`src/rtl/mem_bus_arbiter.sv`:
```
// Two-requester test-memory arbiter: DMA has fixed priority, and a
// starvation counter forces the CPU through after STARVE_LIMIT DMA wins.
module mem_bus_arbiter #(
    parameter int STARVE_LIMIT = 4,
    parameter int ADDR_W       = 16,
    parameter int DATA_W       = 8
) (
    input  logic              clk,
    input  logic              rst,
    input  logic              cpu_req,
    input  logic              cpu_we,
    input  logic [ADDR_W-1:0] cpu_addr,
    input  logic [DATA_W-1:0] cpu_wdata,
    output logic              cpu_gnt,
    output logic              cpu_rvalid,
    output logic [DATA_W-1:0] cpu_rdata,
    input  logic              dma_req,
    input  logic              dma_we,
    input  logic [ADDR_W-1:0] dma_addr,
    input  logic [DATA_W-1:0] dma_wdata,
    output logic              dma_gnt,
    output logic              dma_rvalid,
    output logic [DATA_W-1:0] dma_rdata,
    output logic              mem_wen,
    output logic [ADDR_W-1:0] mem_r_addr,
    output logic [ADDR_W-1:0] mem_w_addr,
    output logic [DATA_W-1:0] mem_w_data,
    input  logic [DATA_W-1:0] mem_r_data,
    output logic [1:0]        bus_owner
);

    localparam logic [3:0] LIMIT = 4'(STARVE_LIMIT);

    localparam logic [1:0] OWN_NONE = 2'd0;
    localparam logic [1:0] OWN_CPU  = 2'd1;
    localparam logic [1:0] OWN_DMA  = 2'd2;

    logic [3:0]        starve_cnt;
    logic              starved;
    logic [ADDR_W-1:0] addr;

    assign starved = (starve_cnt == LIMIT);

    // Grants are suppressed for the whole reset window so nothing is written.
    always_comb begin
        cpu_gnt = 1'b0;
        dma_gnt = 1'b0;
        if (!rst) begin
            cpu_gnt = cpu_req & (~dma_req | starved);
            dma_gnt = dma_req & ~cpu_gnt;
        end
    end

    always_comb begin
        addr       = '0;
        mem_w_data = '0;
        mem_wen    = 1'b0;
        unique case (1'b1)
            cpu_gnt: begin
                addr       = cpu_addr;
                mem_w_data = cpu_wdata;
                mem_wen    = cpu_we;
            end
            dma_gnt: begin
                addr       = dma_addr;
                mem_w_data = dma_wdata;
                mem_wen    = dma_we;
            end
            default: ;
        endcase
    end

    assign mem_r_addr = addr;
    assign mem_w_addr = addr;

    always_ff @(posedge clk or posedge rst) begin
        if (rst) begin
            starve_cnt <= '0;
        end else if (!cpu_req || cpu_gnt) begin
            starve_cnt <= '0;
        end else if (dma_gnt && !starved) begin
            starve_cnt <= starve_cnt + 4'd1;
        end
    end

    always_ff @(posedge clk or posedge rst) begin
        if (rst) begin
            cpu_rvalid <= 1'b0;
            dma_rvalid <= 1'b0;
            cpu_rdata  <= '0;
            dma_rdata  <= '0;
            bus_owner  <= OWN_NONE;
        end else begin
            cpu_rvalid <= cpu_gnt & ~cpu_we;
            dma_rvalid <= dma_gnt & ~dma_we;
            if (cpu_gnt && !cpu_we) cpu_rdata <= mem_r_data;
            if (dma_gnt && !dma_we) dma_rdata <= mem_r_data;
            unique case (1'b1)
                cpu_gnt: bus_owner <= OWN_CPU;
                dma_gnt: bus_owner <= OWN_DMA;
                default: bus_owner <= OWN_NONE;
            endcase
        end
    end

endmodule

```
`config.mk`:
```
export PLATFORM = sky130hd
export DESIGN_NAME = mem_bus_arbiter
export DESIGN_NICKNAME = d
export VERILOG_FILES = /design/src/rtl/mem_bus_arbiter.sv
export SDC_FILE = /design/constraint.sdc
export NUM_CORES = 1
export LEC_CHECK = 0
export ABC_AREA = 1
export CORE_ASPECT_RATIO = 1.25
export CORE_MARGIN = 5
export CORE_UTILIZATION = 35
export DETAILED_ROUTE_END_ITERATION = 7
export PLACE_DENSITY = 0.85
export SLEW_MARGIN = 30
export SYNTH_ARGS = -nofsm -noshare
export SYNTH_HDL_FRONTEND = slang
export SYNTH_SLANG_ARGS = --single-unit
```
`constraint.sdc`:
```
create_clock -name clk -period 5.4 [get_ports clk]
set_input_delay 1.08 -clock clk [delete_from_list [all_inputs] [get_ports clk]]
set_output_delay 1.08 -clock clk [all_outputs]
set_load 0.03 [all_outputs]
```
Word-level counts from Yosys, hierarchy flattened
Cells that the tools add are included.
{ "word_totals": {"ff_bits": 24, "latchBits": 0, "ramBits": 0, "mem_bits_ro": 0, "in_bits": 62, "out_inout_bits": 63, "elab_cells": 34, "mem_count": 0} }
{ "classes": {"n_addsub": 1, "mul": 0, "div_mod_pow": 0, "n_lt_le_gt_ge": 0, "n_eq_ne": 1, "shift": 0, "mux": 8, "bitwise_logic": 9, "reduce_logical": 9} }
{ "ops": {"columns": ["operator", "count"], "rows": [
  ["one-hot mux 16 bit (2 select lines)", 1],
  ["one-hot mux 8 bit (2 select lines)", 1],
  ["two-way mux 4 bit", 2],
  ["adder 4 x 1 -> 4 bit (second input constant)", 1],
  ["bitwise AND 1 bit", 4],
  ["== test 4 x 3 -> 1 bit (second input constant)", 1],
  ["zero test 1 bit", 4],
  ["NOT 1 bit", 4],
  ["one-hot mux 2 bit (2 select lines)", 1],
  ["logical AND 1 bit", 3],
  ["two-way mux 1 bit", 2],
  ["one-hot mux 1 bit (2 select lines)", 1],
  ["nonzero test 2 bit", 1],
  ["logical OR 1 bit", 1],
  ["OR 1 bit", 1]
]} }

Logic depth before layout (Yosys ltp)
Gate-level depths: netlist (run 1).
{ "logic_depth": {"depth_word": 9, "ltp_mapped": 11, "depth_no_buf": 9} }

Least setup slack after synthesis (run 1)
Ideal clock, no wire load.
{ "synth_path": {"kind": "input -> output", "start": "input port cpu_req", "end": "output port mem_w_addr[0]", "arrival_ns": 2.206, "setup_slack_ns": 2.114, "stages": 8, "n_path_buf": 3, "path_cell_list": "buf_2 > nand2_4 > nand2_4 > inv_2 > buf_6 > nand2_1 > nand2_1 > buf_4"} }
{ "synth_between": {"elab_chain_cells": 5, "word_cells_on_any_way": 6} }
{ "synth_lines": {"columns": ["item", "line", "rtl"], "rows": [
  ["start, declared", "10", "input logic cpu_req,"],
  ["bitwise AND 1 bit", "49", "cpu_gnt = cpu_req & (~dma_req | starved);"],
  ["NOT 1 bit", "50", "dma_gnt = dma_req & ~cpu_gnt;"],
  ["bitwise AND 1 bit", "50", null],
  ["two-way mux 1 bit", "48", "if (!rst) begin"],
  ["net dma_gnt", "21", "output logic dma_gnt,"],
  ["one-hot mux 16 bit (2 select lines)", "58", "unique case (1'b1)"],
  ["end, declared", "26", "output logic [ADDR_W-1:0] mem_w_addr,"]
]} }
The timed path passes the listed nets, and every way through them passes these cells.

Final worst setup path (run 1)
{ "layout_path": {"start": "input port dma_req", "end": "output port mem_w_addr[3]"} }
{ "layout_between": {"elab_chain_cells": 7, "word_cells_on_any_way": 8} }
{ "layout_lines": {"columns": ["item", "line", "rtl"], "rows": [
  ["start, declared", "17", "input logic dma_req,"],
  ["NOT 1 bit", "49", null],
  ["OR 1 bit", "49", null],
  ["bitwise AND 1 bit", "49", null],
  ["NOT 1 bit", "50", null],
  ["bitwise AND 1 bit", "50", null],
  ["two-way mux 1 bit", "48", null],
  ["one-hot mux 16 bit (2 select lines) *", "58", null]
]} }
Every way passes the cells marked *; elsewhere a longest branch is shown, timed or not.

==> results_dict.tcl, run 1 <==
set metrics [dict create \
    diodes 0 \
    startpoint_type "input port" \
    fin_worst_skew_ns 0.00572 \
    avgSynthCellArea_um2 7.33 \
    design_area_mm2 0.00273 \
    muxShareOfSynthArea_pct 0 \
    max_freq_mhz 219 \
    synthToLayoutAreaGrowth_pct 76.4 \
    vias_per_cell 4.57 \
    std_cell_rows 27 \
    hold_path.class "flip-flop to flip-flop" \
    synth_fp_nets 275 \
    grt.overflow.total 0 \
    ys.flop_type "dfrtp_1" \
    ctsHoldBuffers 0 \
    setup_tns_ns 0 \
    die_area_mm2 0.00586 \
    ys_ff_latch 24 \
    ys_top_cells_by_area "dfrtp_1 (39%), nand2_1 (27%), buf_4 (8.3%)" \
    clockRootBuffer "clkbuf_8" \
    critPathSlowestCell "clkdlybuf4s50_1" \
    synth_edf_count 0 \
    layout.area.seq_um2 601 \
    fin_util_pct 62.6 \
    synth_top_area_share_pct 38.8 \
    cp_max_fo 26 \
    drc 0 \
    final_hold_viol_count 0 \
    placed_cell_area_mm2 0.00269 \
    gp_congestion 0.891 \
    max-cap-violations 0 \
    die_h_um 84.3 \
    synth-adder-area-share_pct 1.62 \
    synth_common_cells "nand2_1 (111), dfrtp_1 (24), buf_4 (17), nand4_1 (17), inv_1 (9)" \
    tightest_slew_ns 0.560 \
    vias 1711 \
    status "complete, no violations" \
    ys_types 24 \
    critical-path-max-stage-delay_ns 0.67 \
    rsz0062_at_grt "false" \
    portBuffers 124 \
    leakagePower_nw 1.29 \
    drive_above_1_share_pct 5.06 \
    h-tree-depth 1 \
    cp.required_ns 4.32 \
    cts_sinks 24 \
    ant_nets 0 \
    finalMaxSlewViolations 0 \
    firstDrtPassIters 4 \
    post-synth-top-count-cell "nand2_1" \
    die_w_um 69.5 \
    cp-end-kind "output port" \
    criticalPathCategory "input port to output port" \
    layout_min_cycle_time_ns 4.57 \
    peakVddDrop_mv 0.190 \
    worst_skew_pair.late_latency_ns 0.26 \
    period_share_pct 84.6 \
    synth_area_mm2 0.00155 \
    drt_wl_total_mm 4.91 \
    cts_tree "built" \
    worst-r2r-cell-count 7 \
    cp_cell_sequence "clkdlybuf4s50_1 > inv_2 > nor2_2 > nand2_4 > inv_2 > nand2_1 > nand2_1 > clkdlybuf4s50_1" \
    dp_hpwl_mm 4.02 \
    initial_core_util_pct 35.5 \
    core_area_mm2 0.00436 \
    hold_depth 2 \
    async_reset_ff_share_pct 100 \
    synthCells 211 \
    relSlewSlack_pct 62.6 \
    multiInputGateArea_um2 711 \
    synth_compound_area_share_pct 2.18 \
    grt_first_pass_wirelength_mm 7.62 \
    synth-xor-area-share_pct 0.566 \
    numCtsBuffers 3 \
    p_per_area_mw_per_mm2 218 \
    post_cts_resized 0 \
    ios 125 \
    grt_max_degree 35 \
    drtIter0Drc 32 \
    nFillCells 392 \
    hold_slack_ns 0.476 \
    grtUsageTotal_pct 16.0 \
    crit_arrival_ns 3.49 \
    first_global_vias 1635 \
    final_nets 382 \
    clockBufferDepth 2 \
    ys_warn_count 0 \
    synth-simple-area-share_pct 41.6 \
    r2r_setup_slack_ns 3.85 \
    synth_top_family_by_area "simple AND/OR/NAND/NOR gates" \
    synth-seq-area-share_pct 38.8 \
    clk_pin_slew_ns 0.07 \
    yosys.area.top_type "dfrtp_1" \
    wire_per_inst_um 13.1 \
    antenna_found_initial 0 \
    postCtsSetupBuffers 0 \
    setup_viol 0 \
]
-- flip-flops by register name (all words and copies together), names as in the netlist --
name	flops
dma_rdata	8
cpu_rdata	8
dma_rvalid	1
bus_owner	2
cpu_rvalid	1
starve_cnt	4
-- critical path: cells and delay by family --
family        cells  cell delay [ns]
buf+inv           4             1.62
simple gates      4             0.78
-- area by class of cell --
| type | instances | area share [%] |
|---|---|---|
| timing repair buffer | 125 | 45.8 |
| clock buffer | 3 | 1.51 |
| inverter | 14 | 1.97 |
| sequential | 24 | 22.0 |
| tap | 58 | 2.66 |
| multi-input combinational | 150 | 26.1 |
-- report_power, final --
group | total (mW) | internal (mW) | switching (mW)
logic | 0.274 | 0.124 | 0.150
registers | 0.217 | 0.204 | 0.0132
clock network | 0.103 | 0.0499 | 0.0531
-- kinds of logic (layout without fill, tap and decap cells) --
kind of cell             after synthesis  in the layout
buffers and inverters                 37            142
AO/OA/AOI/OAI                          6              6
AND/OR/NAND/NOR                      141            141
XOR/XNOR                               1              1
flip-flops                            24             24
adder cells (fa/ha/maj)                2              2
-- placed cells by master (no fill, tap or decap), drive strengths merged --
cell type / Yosys / layout
a21oi: 3 / 3
clkbuf: 1 / 3
buf: 22 / 1
ha: 2 / 2
dfrtp: 24 / 24
nand2: 114 / 114
o21ai: 3 / 3
nand4: 18 / 18
inv: 11 / 11
nand3: 6 / 6
xor2: 1 / 1
clkdlybuf4s50: 0 / 124
nor2: 3 / 3
clkinv: 3 / 3
-- metal layers --
metal	vias up	track usage, %	part of all wire, %
li1	863	-	-
met1	761	17.6	39
met2	82	30.6	53
met3	5	2.87	7.3
met4	0	4.80	1.1
met5	-	0	0
-- path summary, 6_finish.rpt --
path                                           start                        to
max                                          dma_req             mem_w_addr[3]
min                         dma_rdata[2]$_DFFE_PP0P_  dma_rdata[2]$_DFFE_PP0P_
max reg2reg                starve_cnt[0]$_DFFE_PP0P_    bus_owner[1]$_DFF_PP0_
min reg2reg                 dma_rdata[2]$_DFFE_PP0P_  dma_rdata[2]$_DFFE_PP0P_
max in group asynchronous                        rst  dma_rdata[7]$_DFFE_PP0P_
min in group asynchronous                        rst    bus_owner[0]$_DFF_PP0_
-- stage by stage --
stage | power [mW] | cells | setup slack, ns
2_1_floorplan | 0.366 | 211 | 2.11
3_3_place_gp | 0.493 | 371 | 0.871
3_5_place_dp | 0.497 | 371 | 0.818
4_1_cts | 0.600 | 374 | 0.815
5_1_grt | 0.624 | 374 | 0.730
6_report | 0.594 | 374 | 0.834
Power figures use the tool's default switching activity.
==> inputs of run 2 (changes only) <==
--- a/config.mk
+++ b/config.mk
@@ -8,9 +8,9 @@
 export ABC_AREA = 1
 export CORE_ASPECT_RATIO = 1.25
 export CORE_MARGIN = 5
-export CORE_UTILIZATION = 35
+export CORE_UTILIZATION = 33
 export DETAILED_ROUTE_END_ITERATION = 7
-export PLACE_DENSITY = 0.85
+export PLACE_DENSITY = 0.81
 export SLEW_MARGIN = 30
 export SYNTH_ARGS = -nofsm -noshare
 export SYNTH_HDL_FRONTEND = slang
==> constraint.sdc (replaced) <==
create_clock -name clk -period 4.7 [get_ports clk]
set_input_delay 0.94 -clock clk [delete_from_list [all_inputs] [get_ports clk]]
set_output_delay 0.94 -clock clk [all_outputs]
set_load 0.03 [all_outputs]
==> results_dict.tcl, run 2 (same netlist as run 1, synthesis figures left out) <==
set metrics [dict create \
    startpoint_type "input port" \
    initial_core_util_pct 34.7 \
    final_nets 383 \
    ant_nets 0 \
    period_share_pct 84.7 \
    gp_congestion 0.902 \
    max_freq_mhz 251 \
    clockBufferDepth 2 \
    finalMaxSlewViolations 0 \
    placed_cell_area_mm2 0.00270 \
    cp-end-kind "output port" \
    critical-path-max-stage-delay_ns 0.68 \
    final_cells 375 \
    first_global_vias 1647 \
    design_area_mm2 0.00275 \
    layout_min_cycle_time_ns 3.98 \
    fin_worst_skew_ns 0.0117 \
    numCtsBuffers 3 \
    h-tree-depth 1 \
    nFillCells 419 \
    clockRootBuffer "clkbuf_8" \
    grt_max_degree 35 \
    grt.overflow.total 0 \
    final_hold_viol_count 0 \
    die_area_mm2 0.00616 \
    peakVddDrop_mv 0.180 \
    cp_max_fo 26 \
    wire_per_inst_um 14.0 \
    firstDrtPassIters 4 \
    final_cell_mix "clkdlybuf4s50_1 (123), nand2_1 (111), dfrtp_1 (24), nand4_1 (17), inv_1 (9)" \
    vias 1706 \
    leakagePower_nw 1.30 \
    diodes 0 \
    die_h_um 86.5 \
    placedCellCount 372 \
    cts_tree "built" \
    largestRegisters "cpu_rdata: 8 flops, dma_rdata: 8 flops, starve_cnt: 4 flops" \
    postCtsSetupBuffers 0 \
    core_area_mm2 0.00446 \
    criticalPathCategory "input port to output port" \
    fin_util_pct 61.6 \
    drtIter0Drc 41 \
    die_w_um 71.2 \
    relSlewSlack_pct 69.9 \
    drive_above_1_share_pct 5.68 \
    rsz0062_at_grt "false" \
    post_cts_resized 0 \
    antenna_found_initial 0 \
    status "complete, no violations" \
    cts_sinks 24 \
    final_common_cell "clkdlybuf4s50_1" \
    portBuffers 124 \
    ios 125 \
    drc 0 \
    cp_cell_sequence "clkdlybuf4s50_1 > nand2_4 > nand2_4 > inv_2 > nand2_1 > nand2_1 > clkdlybuf4s50_1" \
    grtUsageTotal_pct 16.2 \
    max-cap-violations 0 \
    worst-r2r-cell-count 7 \
    ctsHoldBuffers 0 \
    hold_path.class "flip-flop to flip-flop" \
    dp_hpwl_mm 4.39 \
    hold_depth 2 \
    std_cell_rows 27 \
    synthToLayoutAreaGrowth_pct 77.5 \
    setup_viol 0 \
    grt_first_pass_wirelength_mm 8.11 \
    hold_slack_ns 0.488 \
    crit_arrival_ns 3.04 \
    tightest_slew_ns 0.448 \
    clk_pin_slew_ns 0.07 \
    setup_tns_ns 0 \
    vias_per_cell 4.55 \
    critPathSlowestCell "clkdlybuf4s50_1" \
    drt_wl_total_mm 5.27 \
    p_per_area_mw_per_mm2 250 \
    worst_skew_pair.late_latency_ns 0.26 \
    cp.required_ns 3.76 \
]
run 2: changes by cell type in the layout (fill, tap and decap cells not counted):
cell | before | now
clkdlybuf4s50_1 | 124 | 123
buf_4 | 1 | 2
buf_12 | 0 | 1
run 2: power breakdown:
group	total, mW	internal [mW]	switching [mW]
Combinational	0.318	0.144	0.174
Sequential	0.251	0.234	0.0167
Clock	0.117	0.0571	0.0601
run 2: path summary, 6_finish.rpt:
kind	slack, ns	start	to
setup / recovery	0.72	cpu_req	mem_w_addr[1]
setup reg to reg	3.13	starve_cnt[0]$_DFFE_PP0P_	bus_owner[1]$_DFF_PP0_
hold reg to reg	0.49	dma_rdata[5]$_DFFE_PP0P_	dma_rdata[5]$_DFFE_PP0P_
max in group asynchronous	3.16	rst	bus_owner[1]$_DFF_PP0_
min in group asynchronous	1.24	rst	bus_owner[0]$_DFF_PP0_
hold / removal	0.49	dma_rdata[5]$_DFFE_PP0P_	dma_rdata[5]$_DFFE_PP0P_
run 2: worst max-delay path, delay by kind of cell:
kind	cells	cell delay, ns
buffers and inverters	3	1.59
AND/OR/NAND/NOR	4	0.50
run 2: per-stage QoR:
step                      power, mW  setup WS, ns
after floorplan               0.421          1.69
after global placement        0.570         0.763
after detailed placement      0.574         0.715
after CTS                     0.692         0.716
after global routing          0.724         0.596
final                         0.686         0.721
run 2: metal layers:
layer	up-vias	GRT usage, %	routed length [um]
met5	-	0	0
met2	93	29.7	2690
met1	750	19.6	2050
li1	859	-	-
met3	4	3.48	495
met4	0	2.74	29
run 2: area by class of cell:
class / count / area (um^2) / share of cell area [%]
repair buffers: 126 / 1270 / 46.1
flip-flops and latches: 24 / 601 / 21.9
inverters: 14 / 53.8 / 1.96
multi-input cells: 150 / 711 / 25.9
well taps: 58 / 72.6 / 2.64
clock buffers: 3 / 41.3 / 1.50
